**src/rtl/pipe_hazard_pkg.sv**
```systemverilog
// Shared types for the pipeline hazard controller.
//   fwd_sel_e  : EX operand source select (regfile / MEM1 ALU result / WB data)
//   slot_t     : one in-flight writer tracked by the scoreboard
//   slot_match : does a slot produce a given source register?
//   fwd_pick   : forwarding select for one EX source
package pipe_hazard_pkg;

    localparam int unsigned NREG_DEF = 32;
    localparam int unsigned RIDX_DEF = $clog2(NREG_DEF);

    typedef enum logic [1:0] {
        FWD_RF  = 2'd0,
        FWD_MEM = 2'd1,
        FWD_WB  = 2'd2
    } fwd_sel_e;

    typedef struct packed {
        logic                vld;
        logic                wr_en;
        logic [RIDX_DEF-1:0] wr_reg;
        logic                is_load;
    } slot_t;

    // Register 0 is hardwired to zero, so it never produces a dependency.
    function automatic logic slot_match(slot_t s, logic [RIDX_DEF-1:0] src, logic use_src);
        return s.vld && s.wr_en && (s.wr_reg == src) && (src != '0) && use_src;
    endfunction

    // MEM1 is younger than WB, so it is tested first; a load in MEM1 has no data yet.
    function automatic fwd_sel_e fwd_pick(slot_t s_mem, slot_t s_wb,
                                          logic [RIDX_DEF-1:0] src, logic use_src);
        if (slot_match(s_mem, src, use_src) && !s_mem.is_load) return FWD_MEM;
        if (slot_match(s_wb, src, use_src))                    return FWD_WB;
        return FWD_RF;
    endfunction

endpackage

```
**src/rtl/sat_counter.sv**
```systemverilog
// Saturating event counter.
//   clk, rst_n : clock, asynchronous active-low reset
//   i_inc      : count one event this cycle
//   o_cnt      : current count, sticks at all-ones
module sat_counter #(
    parameter int unsigned W = 16
) (
    input  logic         clk,
    input  logic         rst_n,
    input  logic         i_inc,
    output logic [W-1:0] o_cnt
);

    logic [W-1:0] r_cnt;

    always_ff @(posedge clk or negedge rst_n) begin
        if (!rst_n) begin
            r_cnt <= '0;
        end else if (i_inc && (r_cnt != '1)) begin
            r_cnt <= r_cnt + W'(1);
        end
    end

    assign o_cnt = r_cnt;

endmodule

```
**src/rtl/pipe_hazard_ctrl.sv**
```systemverilog
// Scoreboard-based hazard, forwarding and redirect control for the 5-stage pipe.
//   clk, reset          : clock, asynchronous active-low reset
//   id_*                : instruction currently in ID (sources, destination, load flag)
//   redir_req/addr      : taken branch/jump resolved in MEM1
//   stall               : hold PC and IF/ID, bubble into EX
//   flush_if/id/ex      : squash pipeline registers on redirect
//   fwd_a/fwd_b         : EX operand selects (0 regfile, 1 MEM1, 2 WB)
//   pc_redir_vld/addr   : registered one-cycle redirect to the PC
//   stall_cnt/flush_cnt : saturating performance counters
module pipe_hazard_ctrl
    import pipe_hazard_pkg::*;
#(
    parameter int unsigned NREG     = 32,
    parameter int unsigned RIDX     = $clog2(NREG),
    parameter int unsigned LOAD_LAT = 1,
    parameter int unsigned XLEN     = 32,
    parameter int unsigned CNT_W    = 16
) (
    input  logic             clk,
    input  logic             reset,
    input  logic             id_valid,
    input  logic [RIDX-1:0]  id_rs,
    input  logic [RIDX-1:0]  id_rt,
    input  logic             id_use_rs,
    input  logic             id_use_rt,
    input  logic             id_wr_en,
    input  logic [RIDX-1:0]  id_wr_reg,
    input  logic             id_is_load,
    input  logic             redir_req,
    input  logic [XLEN-1:0]  redir_addr,
    output logic             stall,
    output logic             flush_if,
    output logic             flush_id,
    output logic             flush_ex,
    output logic [1:0]       fwd_a,
    output logic [1:0]       fwd_b,
    output logic             pc_redir_vld,
    output logic [XLEN-1:0]  pc_redir_addr,
    output logic [CNT_W-1:0] stall_cnt,
    output logic [CNT_W-1:0] flush_cnt
);

    // S0 = EX, S1..S_LAT = MEM, S_LAT+1 = WB
    localparam int unsigned NSLOT = LOAD_LAT + 2;
    localparam int unsigned WB    = LOAD_LAT + 1;

    slot_t               r_slot [NSLOT];
    logic [RIDX_DEF-1:0] r_rs;
    logic [RIDX_DEF-1:0] r_rt;
    logic                r_use_rs;
    logic                r_use_rt;
    logic                r_redir_vld;
    logic [XLEN-1:0]     r_redir_addr;

    logic [RIDX_DEF-1:0] w_id_rs;
    logic [RIDX_DEF-1:0] w_id_rt;
    logic                w_hazard;
    logic                w_s0_load;

    assign w_id_rs = RIDX_DEF'(id_rs);
    assign w_id_rt = RIDX_DEF'(id_rt);

    // A consumer released now reaches EX when the producer sits one slot older;
    // only MEM1 (non-load) and WB can forward, so everything in between must stall.
    always_comb begin
        w_hazard = 1'b0;
        for (int unsigned k = 0; k < LOAD_LAT; k++) begin
            if (r_slot[k].is_load || (k != 0)) begin
                if (slot_match(r_slot[k], w_id_rs, id_use_rs) ||
                    slot_match(r_slot[k], w_id_rt, id_use_rt)) begin
                    w_hazard = 1'b1;
                end
            end
        end
    end

    // Redirect wins over stall; reset gating keeps the outputs low while reset is held.
    assign stall     = w_hazard && id_valid && !redir_req && reset;
    assign flush_if  = redir_req && reset;
    assign flush_id  = redir_req && reset;
    assign flush_ex  = redir_req && reset;
    assign w_s0_load = id_valid && !stall && !redir_req;

    assign fwd_a = 2'(fwd_pick(r_slot[1], r_slot[WB], r_rs, r_use_rs));
    assign fwd_b = 2'(fwd_pick(r_slot[1], r_slot[WB], r_rt, r_use_rt));

    assign pc_redir_vld  = r_redir_vld;
    assign pc_redir_addr = r_redir_addr;

    // Scoreboard shift plus registered redirect.
    always_ff @(posedge clk or negedge reset) begin
        if (!reset) begin
            for (int unsigned k = 0; k < NSLOT; k++) begin
                r_slot[k] <= '0;
            end
            r_rs         <= '0;
            r_rt         <= '0;
            r_use_rs     <= 1'b0;
            r_use_rt     <= 1'b0;
            r_redir_vld  <= 1'b0;
            r_redir_addr <= '0;
        end else begin
            for (int unsigned k = 1; k < NSLOT; k++) begin
                r_slot[k] <= r_slot[k-1];
            end
            if (w_s0_load) begin
                r_slot[0] <= '{vld: 1'b1, wr_en: id_wr_en,
                               wr_reg: RIDX_DEF'(id_wr_reg), is_load: id_is_load};
                r_rs      <= w_id_rs;
                r_rt      <= w_id_rt;
                r_use_rs  <= id_use_rs;
                r_use_rt  <= id_use_rt;
            end else begin
                r_slot[0] <= '0;
                r_use_rs  <= 1'b0;
                r_use_rt  <= 1'b0;
            end
            r_redir_vld <= redir_req;
            if (redir_req) begin
                r_redir_addr <= redir_addr;
            end
        end
    end

    sat_counter #(.W(CNT_W)) u_stall_cnt (
        .clk   (clk),
        .rst_n (reset),
        .i_inc (stall),
        .o_cnt (stall_cnt)
    );

    sat_counter #(.W(CNT_W)) u_flush_cnt (
        .clk   (clk),
        .rst_n (reset),
        .i_inc (flush_if),
        .o_cnt (flush_cnt)
    );

endmodule

```
**config.mk**
```make
export PLATFORM = sky130hd
export DESIGN_NAME = pipe_hazard_ctrl
export DESIGN_NICKNAME = d
export VERILOG_FILES = /design/src/rtl/pipe_hazard_pkg.sv /design/src/rtl/sat_counter.sv /design/src/rtl/pipe_hazard_ctrl.sv
export SDC_FILE = /design/constraint.sdc
export NUM_CORES = 1
export LEC_CHECK = 0
export BUFFER_PORTS_ARGS = -buffer_cell sky130_fd_sc_hd__buf_2
export CORE_ASPECT_RATIO = 0.6
export CORE_MARGIN = 2
export CORE_UTILIZATION = 40
export DETAILED_ROUTE_END_ITERATION = 16
export GPL_TIMING_DRIVEN = 0
export SETUP_SLACK_MARGIN = 0.3
export SYNTH_ARGS = -nofsm -noshare
export SYNTH_HDL_FRONTEND = slang
export SYNTH_SLANG_ARGS = --single-unit
```
**constraint.sdc**
```tcl
create_clock -name clk -period 4.35 [get_ports clk]
set_input_delay 0.87 -clock clk [delete_from_list [all_inputs] [get_ports clk]]
set_output_delay 0.87 -clock clk [all_outputs]
set_load 0.02 [all_outputs]
```
==> results.py <==
metrics = {
    "status": {
        "outcome": "complete, no violations",
    },
    "critical_path": {
        "cpPeakStageDelay_ps": 370,
        "worstPathMaxFanout": 71,
        "slowest_stage": "buf_4",
        "worstSetupStartpointType": "input pin",
        "crit_path_end_kind": "primary output",
        "critical_path_arrival_ps": 2750,
        "crit_required_ps": 3480,
        "path_cells": "buf_4, buf_16, and4b_1, nand3_2, nor4b_1, a41o_1, buf_2",
        "critical_path_class": "input pin to primary output",
    },
    "cells_and_area": {
        "syn2layout_area_growth_pct": 27.2,
        "layout-drive-gt1-share_pct": 40.7,
        "nets": 530,
        "final_util_pct": 51.9,
    },
    "die": {
        "num_rows": 29,
        "die_area_sq_um": 11500,
        "die_h_um": 83.9,
        "core_sq_um": 10500,
        "start_util_pct": 40.8,
        "fp.dieW_um": 137,
        "io_pins": 128,
    },
    "yosys": {
        "synth_flop_cell": "dfrtp_1",
        "synth_warnings": 0,
        "synth-seq-area-share_pct": 58.7,
        "postSynthCellCount": 334,
        "synth_fp_nets": 391,
        "syn_area_sq_um": 4260,
        "synth_edf_count": 0,
        "synth_cell_type_count": 35,
        "synth-seq-cells": 100,
        "synthArstFlopShare_pct": 100,
        "avgSynthCellArea_sq_um": 12.8,
    },
    "pwr": {
        "vdd_ir_drop_max_uv": 197,
        "p_clk_share_pct": 37.5,
        "swShare_pct": 26.2,
        "p_comb_share_pct": 14.7,
        "netSwitchingPower_uw": 597,
        "power.total_uw": 2280,
        "p_int_uw": 1680,
        "p_leak_uw": 0.00262,
        "p_seq_share_pct": 47.8,
        "power_density_nw_per_um2": 420,
    },
    "sta": {
        "slew_headroom_pct": 56.8,
        "rsz0062_at_grt": "no",
        "tightest_slew_ps": 642,
        "finalClockSkew_ps": 5.52,
        "drv_slew": 0,
        "fin_ws_ps": 725,
        "hold_viol": 0,
        "fin_crit_sh_pct": 83.3,
        "fmax_mhz": 276,
        "setup_tns_ps": 0,
        "setup_viol": 0,
        "fin_crit_ps": 3620,
    },
    "global_routing": {
        "grt_overflow_total": 0,
        "grt_max_degree": 72,
        "antenna_found_initial": 2,
        "track_usage_pct": 17.2,
        "grt_pass1_wl_um": 15200,
        "grt_pass1_vias": 3029,
    },
    "clock_tree": {
        "clock_latency_ps": 340,
        "cts_resized": 0,
        "cts_tree": "built",
        "clk_pin_slew_ps": 60,
        "cts_setup_buffers": 0,
        "cts-root-buf": "clkbuf_16",
        "htreeDepth": 3,
        "cts_made_buffers": 9,
        "cts_buffer_depth": 2,
        "cts_hold_buf": 0,
        "cts_sinks": 100,
    },
    "routing": {
        "wl_um": 9350,
        "drc_errors": 0,
        "drt_iter0_drc": 120,
        "num_vias": 2980,
        "dr.pass1.iters": 4,
        "detail_route.wl_per_cell_um": 15.2,
        "viasPerCell": 4.83,
        "ant_nets": 0,
    },
    "run": {
        "drv_cap": 0,
    },
    "placement": {
        "hpwl_um": 7060,
        "port_buffers": 127,
        "gp_congestion": 0.812,
        "pre_cts_slack_ps": 661,
    },
    "hold_path": {
        "hold_class": "flip-flop to flip-flop",
    },
}
-- routing by layer --
metal  up-vias  share of wire (%)  track usage, %
li1       1444                  -               -
met1      1428                 50            24.9
met2        93                 41            23.6
met3        13                7.6            6.31
met4         2                1.2            5.72
met5         -               0.12               0
-- power groups by stage --
stage	clock network [uW]	registers, uW	logic (uW)
6_report	854	1090	335
3_5_place_dp	0	1100	340
3_3_place_gp	0	1100	329
4_1_cts	880	1090	340
5_1_grt	920	1100	366
2_1_floorplan	0	1160	137
-- synth_stat cells (all sizes together) (3+ instances only) --
| library cell | number | area (sq um) |
|---|---|---|
| or4 | 3 | 22.5 |
| nand2 | 17 | 63.8 |
| and2 | 11 | 68.8 |
| xnor2 | 31 | 272 |
| and3 | 5 | 31.3 |
| buf | 5 | 38.8 |
| xor2 | 22 | 193 |
| nor2 | 10 | 37.5 |
| nor3 | 11 | 55.1 |
| dfrtp | 100 | 2500 |
| nor4 | 9 | 56.3 |
| mux2 | 46 | 518 |
| nand3 | 11 | 60.1 |
| clkbuf | 4 | 15.0 |
| nand2b | 8 | 50.1 |
| nand4 | 16 | 100 |
| inv | 5 | 18.8 |
-- worst paths after layout --
| path | start | to | slack, ps | cells past startpoint |
|---|---|---|---|---|
| max in group asynchronous | reset | u_flush_cnt.o_cnt[11] | 3200 | 2 |
| worst max-delay path | reset | stall | 730 | 7 |
| worst min-delay path | r_slot[15] | r_slot[7] | 390 | 0 |
| min in group asynchronous | reset | r_slot[2] | 470 | 1 |
| worst min register to register | r_slot[15] | r_slot[7] | 390 | 0 |
| worst max register to register | u_stall_cnt.o_cnt[0] | u_stall_cnt.o_cnt[1] | 2030 | 7 |
-- final cells by class --
cell class                 count  area, sq um
sequential                   100         2500
inverter                       5         18.8
antenna                        1         2.50
timing repair buffer         128          666
fill                         956         5030
clock buffer                  11          243
clock inverter                 4         73.8
tap                          139          174
multi-input combinational    220         1690
buffer                         9         53.8
-- worst max-delay path: cells and delay by family --
kind | cells | cell delay [ps]
buffers and inverters | 3 | 900
and+or+nand+nor | 3 | 760
AOI/OAI and AO/OA | 1 | 180
-- stage by stage --
step | instances | hold slack, ps | area (sq um)
finish | 617 | 386 | 5420
global route | 617 | 401 | 5420
CTS | 616 | 388 | 5420
detailed placement | 601 | 371 | 5100
global placement | 600 | 365 | 5070
floorplan | 334 | 347 | 4260
-- cells by family after synthesis --
kind of cell / synth area share (%)
and+or+nand+nor: 14.1
muxes: 12.2
DFF: 58.7
buffers and inverters: 1.70
AOI/OAI and AO/OA: 1.79
adders and majority gates: 0.587
xor gates and xnor gates: 10.9
-- flip-flops by register name, indices dropped and copies added, names as in the netlist --
| register | count |
|---|---|
| pc_redir_addr | 32 |
| r_slot | 23 |
| u_flush_cnt.o_cnt | 16 |
| u_stall_cnt.o_cnt | 16 |
| r_rs | 5 |
| r_rt | 5 |
| pc_redir_vld | 1 |
| r_use_rs | 1 |
| r_use_rt | 1 |
-- cell usage in the layout, fill, tap and decap left out, types with 2 or more instances in the layout --
cell / n
dfrtp_1: 100
or4_1: 3
nor3b_1: 2
inv_1: 5
ha_1: 2
nor4_1: 9
clkbuf_1: 5
xnor2_1: 31
clkbuf_16: 9
nand4_1: 16
o21bai_1: 2
nand2_1: 17
and3_1: 5
nand3_1: 10
mux2_2: 46
xor2_1: 22
bufinv_16: 2
buf_2: 127
a31oi_1: 2
nor4b_1: 2
nor2_1: 10
nand2b_1: 8
and2_1: 10
buf_4: 4
o21ai_0: 2
nor3_1: 11
No activity file was read; power rests on OpenSTA's default activity.
